[src/rtl/multiword_adder_sequencer_pkg.sv]
// multiword_adder_sequencer_pkg: shared state encoding and word-index width helper
package multiword_adder_sequencer_pkg;
   typedef enum logic [1:0] {IDLE = 2'd0, RUN = 2'd1, DONE = 2'd2} state_e;
   function automatic int clog2_min1(input int v);
      return (v > 2) ? $clog2(v) : 1;
   endfunction
endpackage

[src/rtl/multiword_adder_sequencer_rca.sv]
// Ripple_Carry_Adder_Nbit: purely combinational N-bit ripple-carry adder
module Ripple_Carry_Adder_Nbit #(
   parameter int N = 8
) (
   input  logic [N-1:0] a,
   input  logic [N-1:0] b,
   input  logic         cin,
   output logic [N-1:0] s,
   output logic         cout
);
   always_comb begin : ripple
      logic c;
      s = '0;
      c = cin;
      for (int i = 0; i < N; i++) begin
         s[i] = a[i] ^ b[i] ^ c;
         c = (a[i] & b[i]) | (c & (a[i] ^ b[i]));
      end
      cout = c;
   end
endmodule

[src/rtl/multiword_adder_sequencer.sv]
// multiword_adder_sequencer: multi-precision add/sub over one shared N-bit adder, one word per cycle LSW first
module multiword_adder_sequencer
   import multiword_adder_sequencer_pkg::*;
#(
   parameter int N     = 8,
   parameter int WORDS = 4
) (
   input  logic               clk,
   input  logic               reset_n,
   input  logic               start,
   input  logic               sub,
   input  logic [N*WORDS-1:0] a,
   input  logic [N*WORDS-1:0] b,
   output logic               busy,
   output logic               done,
   output logic [N*WORDS-1:0] sum,
   output logic               cout,
   output logic               overflow
);
   localparam int W  = N * WORDS;
   localparam int IW = clog2_min1(WORDS);
   localparam logic [IW-1:0] LAST = IW'(WORDS - 1);
   state_e        state_q, state_d;
   logic [W-1:0]  a_q, a_d, b_q, b_d, sum_q, sum_d;
   logic [IW-1:0] idx_q, idx_d;
   logic          sub_q, sub_d, carry_q, carry_d, cout_q, cout_d, ovf_q, ovf_d;
   logic [N-1:0]  x, y, s;
   logic          co;
   assign x = a_q[int'(idx_q)*N +: N];
   assign y = b_q[int'(idx_q)*N +: N] ^ {N{sub_q}};
   Ripple_Carry_Adder_Nbit #(.N(N)) u_rca (
      .a   (x),
      .b   (y),
      .cin (carry_q),
      .s   (s),
      .cout(co)
   );
   always_comb begin
      state_d = state_q;
      a_d     = a_q;
      b_d     = b_q;
      sub_d   = sub_q;
      carry_d = carry_q;
      idx_d   = idx_q;
      sum_d   = sum_q;
      cout_d  = cout_q;
      ovf_d   = ovf_q;
      if (state_q == IDLE && start) begin
         a_d     = a;
         b_d     = b;
         sub_d   = sub;
         carry_d = sub;
         idx_d   = '0;
         state_d = RUN;
      end else if (state_q == RUN) begin
         sum_d[int'(idx_q)*N +: N] = s;
         carry_d = co;
         idx_d   = idx_q + 1'b1;
         if (idx_q == LAST) begin
            state_d = DONE;
            cout_d  = co;
            ovf_d   = (x[N-1] == y[N-1]) && (s[N-1] != x[N-1]);
         end
      end else if (state_q == DONE) begin
         state_d = IDLE;
      end
   end
   always_ff @(posedge clk or negedge reset_n) begin
      if (!reset_n) begin
         state_q <= IDLE;
         a_q     <= '0;
         b_q     <= '0;
         sub_q   <= 1'b0;
         carry_q <= 1'b0;
         idx_q   <= '0;
         sum_q   <= '0;
         cout_q  <= 1'b0;
         ovf_q   <= 1'b0;
      end else begin
         state_q <= state_d;
         a_q     <= a_d;
         b_q     <= b_d;
         sub_q   <= sub_d;
         carry_q <= carry_d;
         idx_q   <= idx_d;
         sum_q   <= sum_d;
         cout_q  <= cout_d;
         ovf_q   <= ovf_d;
      end
   end
   assign busy     = (state_q != IDLE);
   assign done     = (state_q == DONE);
   assign sum      = sum_q;
   assign cout     = cout_q;
   assign overflow = ovf_q;
endmodule
[config.mk]
export PLATFORM = sky130hd
export DESIGN_NAME = multiword_adder_sequencer
export DESIGN_NICKNAME = d
export VERILOG_FILES = /design/src/rtl/multiword_adder_sequencer_pkg.sv /design/src/rtl/multiword_adder_sequencer_rca.sv /design/src/rtl/multiword_adder_sequencer.sv
export SDC_FILE = /design/constraint.sdc
export NUM_CORES = 1
export LEC_CHECK = 0
export ABC_AREA = 1
export BUFFER_PORTS_ARGS = -buffer_cell sky130_fd_sc_hd__buf_2
export CAP_MARGIN = 20
export CORE_MARGIN = 2
export CORE_UTILIZATION = 45
export DETAILED_ROUTE_END_ITERATION = 16
export PLACE_DENSITY_LB_ADDON = 0.12
export SLEW_MARGIN = 20
export SYNTH_ARGS = -nofsm -noshare
export SYNTH_HDL_FRONTEND = slang
export SYNTH_SLANG_ARGS = --single-unit
export TNS_END_PERCENT = 100
[constraint.sdc]
create_clock -name clk -period 11 [get_ports clk]
set_clock_uncertainty 0.1 [all_clocks]
set_input_delay 1.65 -clock clk [delete_from_list [all_inputs] [get_ports clk]]
set_output_delay 1.65 -clock clk [all_outputs]
set_load 0.02 [all_outputs]
==> results.sh <==
export IMPL_period_share_pct=48.0
export IMPL_area_delta_synth_final_pct=15.7
export IMPL_fillCellCount=1088
export IMPL_antenna_found_initial=0
export IMPL_grt_start_max_net_pins=69
export IMPL_synth_cells=583
export IMPL_finalSetupViolCount=0
export IMPL_outcome="completed"
export IMPL_slew_violations=0
export IMPL_pin_count=104
export IMPL_multiInputGateArea_mm2=0.00204
export IMPL_worstPathRequired_ns=11.20
export IMPL_path_class="register to register"
export IMPL_gp_congestion=0.816
export IMPL_finalCoreUtilization_pct=52.9
export IMPL_hold_violations=0
export IMPL_core_area_mm2=0.0107
export IMPL_drt_iter0_drc=256
export IMPL_final_common_cell="nand2_1"
export IMPL_num_rows=38
export IMPL_path_max_fanout=45
export IMPL_cts_max_path_buffers=2
export IMPL_cpMaxStageDelayCell="inv_2"
export IMPL_nets=754
export IMPL_netlist_top_cell_by_area="dfrtp_1"
export IMPL_synth_top_cell_area_share_pct=53.2
export IMPL_hpwl_um=8460
export IMPL_htree_levels=3
export IMPL_drtAntennaViolNets=0
export IMPL_ys_warnings_count=0
export IMPL_cap_violations=0
export IMPL_synth_cell_type_count=24
export IMPL_worstMarginPinSlew_ns=0.954
export IMPL_worstHoldPathType="register to register"
export IMPL_synthesis_nets=666
export IMPL_start_kind="register"
export IMPL_grt_pass1_wl_um=19800
export IMPL_viasPerCell=4.96
export IMPL_period_minus_slack_ns=5.28
export IMPL_power_leakage_uw=0.00310
export IMPL_clkSlewWorstSetupHoldPaths_ns=0.11
export IMPL_clock_fmax_ghz=0.189
export IMPL_regArea_mm2=0.00260
export IMPL_postCtsSetupBuffers=0
export IMPL_r2r_cells=18
export IMPL_ys_seq_elements=104
export IMPL_p_per_area_mw_per_mm2=348
export IMPL_hold_buffers=0
export IMPL_n_antenna_cell=0
export IMPL_start_util_pct=45.7
export IMPL_cp_cell_sequence="buf_4 -> inv_2 -> nand2_1 -> nand3_1 -> nand2_1 -> xor2_1 -> fa_1 -> fa_1 -> fa_1 -> fa_1 -> fa_1 -> fa_1 -> inv_1 -> fa_1 -> fa_1 -> inv_1 -> nand3_1 -> o21ai_0"
export IMPL_slew_headroom_pct=36.3
export IMPL_cp_startpoint="idx_q[0]$_DFFE_PN0P_"
export IMPL_firstDrtPassIters=4
export IMPL_post_dp_cell_area_mm2=0.00543
export IMPL_cts_buffers=9
export IMPL_synth_area_mm2=0.00489
export IMPL_slowest_delay_ns=0.48
export IMPL_wl_per_cell_um=14.4
export IMPL_r2r_slack_ns=5.72
export IMPL_power_total_uw=1970
export IMPL_synthTopCellsByArea="dfrtp_1 53%, nand2_1 21%, nand3_1 3.9%"
export IMPL_rr_endpoint="sum[15]$_DFFE_PN0P_"
export IMPL_die_h_um=108
export IMPL_holdWs_ns=0.384
export IMPL_fin_area_mm2=0.00566
export IMPL_synth_avg_cell_area_um2=8.39
export IMPL_totalNegativeSetupSlack_ns=0
export IMPL_worstSetupEndpointType="register"
export IMPL_grt_ovfl_total=0
export IMPL_final_cell_mix="273 x nand2_1, 104 x dfrtp_1, 102 x buf_2"
export IMPL_r2r_start="idx_q[0]$_DFFE_PN0P_"
export IMPL_drive_gt1_share_pct=19.5
export IMPL_synth_seq_area_share_pct=53.2
export IMPL_peakVddDrop_v=0.000157
export IMPL_insertion_delay_ns=0.38
export IMPL_numPortBuffers=103
export IMPL_endpoint="sum[15]$_DFFE_PN0P_"
export IMPL_grt_pass1_vias=4036
export IMPL_grtUsageTotal_pct=21.5
export IMPL_die_x_um=108
export IMPL_dieArea_mm2=0.0117
export IMPL_crit_top_cell="fa_1"
export IMPL_routed_wl_um=11700
export IMPL_vias=4046
export IMPL_rsz0062_at_grt="false"
export IMPL_arrival_ns=5.49
export IMPL_root_buffer="clkbuf_8"
export IMPL_cts_resized=0
export IMPL_drc_errors=0
export IMPL_cts_tree="built"
export IMPL_clkSinkCount=104
## metrics by stage
| stage | setup slack [ns] | instances |
|---|---|---|
| global placement | 5.99 | 800 |
| global route | 5.43 | 816 |
| finish | 5.72 | 816 |
| floorplan | 6.44 | 583 |
| detailed placement | 5.81 | 800 |
| CTS | 5.77 | 816 |
## critical path: cells and delay by family, from the launching register on
kind            cells  cell delay [ns]
xor+xnor            1             0.15
flops               1             0.38
simple gates        4             0.39
compound gates      1             0.18
fa+ha+maj           8             3.03
buf+inv             4             0.95
## worst min-delay path by stage
stage	from	to	slack (ns)	depth (start not counted)
after floorplan	a_q[16]$_DFFE_PN0P_	a_q[16]$_DFFE_PN0P_	0.34	2
after global placement	sum[4]$_DFFE_PN0P_	sum[4]$_DFFE_PN0P_	0.36	2
after detailed placement	a_q[9]$_DFFE_PN0P_	a_q[9]$_DFFE_PN0P_	0.36	2
after CTS	a_q[9]$_DFFE_PN0P_	a_q[9]$_DFFE_PN0P_	0.39	2
after global routing	sum[5]$_DFFE_PN0P_	sum[5]$_DFFE_PN0P_	0.41	2
final	sum[4]$_DFFE_PN0P_	sum[4]$_DFFE_PN0P_	0.38	2
## final cells by class
| cell class | instances | area share, % |
|---|---|---|
| flip-flops and latches | 104 | 46.0 |
| multi-input cells | 430 | 36.0 |
| repair buffers | 106 | 9.55 |
| well taps | 140 | 3.09 |
| clock buffers | 9 | 2.19 |
| clock inverters | 7 | 1.86 |
| inverters | 20 | 1.33 |
## per-layer routing
metal	track usage (%)	share of wire, %	up-vias
met3	2.83	4.7	13
met5	0	0	-
met1	30.6	47	1887
li1	-	-	2039
met4	7.33	1.5	0
met2	34.1	47	107
## cells in the mapped netlist
cell	n
a21oi_1	1
a32o_1	1
buf_2	14
buf_4	9
buf_6	2
clkbuf_1	4
dfrtp_1	104
fa_1	8
ha_1	7
inv_1	14
inv_2	6
nand2_1	273
nand2_2	1
nand3_1	38
nand4_1	8
nor2_1	17
nor2_2	1
nor2_4	2
o211ai_1	1
o21ai_0	36
o21ai_1	19
o22ai_1	7
o31ai_1	2
xor2_1	8
## registers in the layout (all words and copies together), names as in the netlist
| register | count |
|---|---|
| a_q | 32 |
| b_q | 32 |
| sum | 32 |
| idx_q | 2 |
| state_q | 2 |
| carry_q | 1 |
| cout | 1 |
| overflow | 1 |
| sub_q | 1 |
## power breakdown
group	switching [µW]	total [µW]	leakage, µW	internal (µW)
sequential	110	647	0.00133	537
clock	140	271	0.000112	131
combinational	696	1050	0.00165	357
total	945	1970	0.00310	1030
## cells by family (layout without fill, tap and decap cells)
family	after synthesis	after routing	synth area share, %
AOI/OAI and AO/OA	67	67	7.29
xor gates and xnor gates	8	8	1.43
adders and majority gates	15	15	5.07
buffers and inverters	49	142	5.12
DFF	104	104	53.2
and+or+nand+nor	340	340	27.9
No activity file was read; power rests on OpenSTA's default activity.
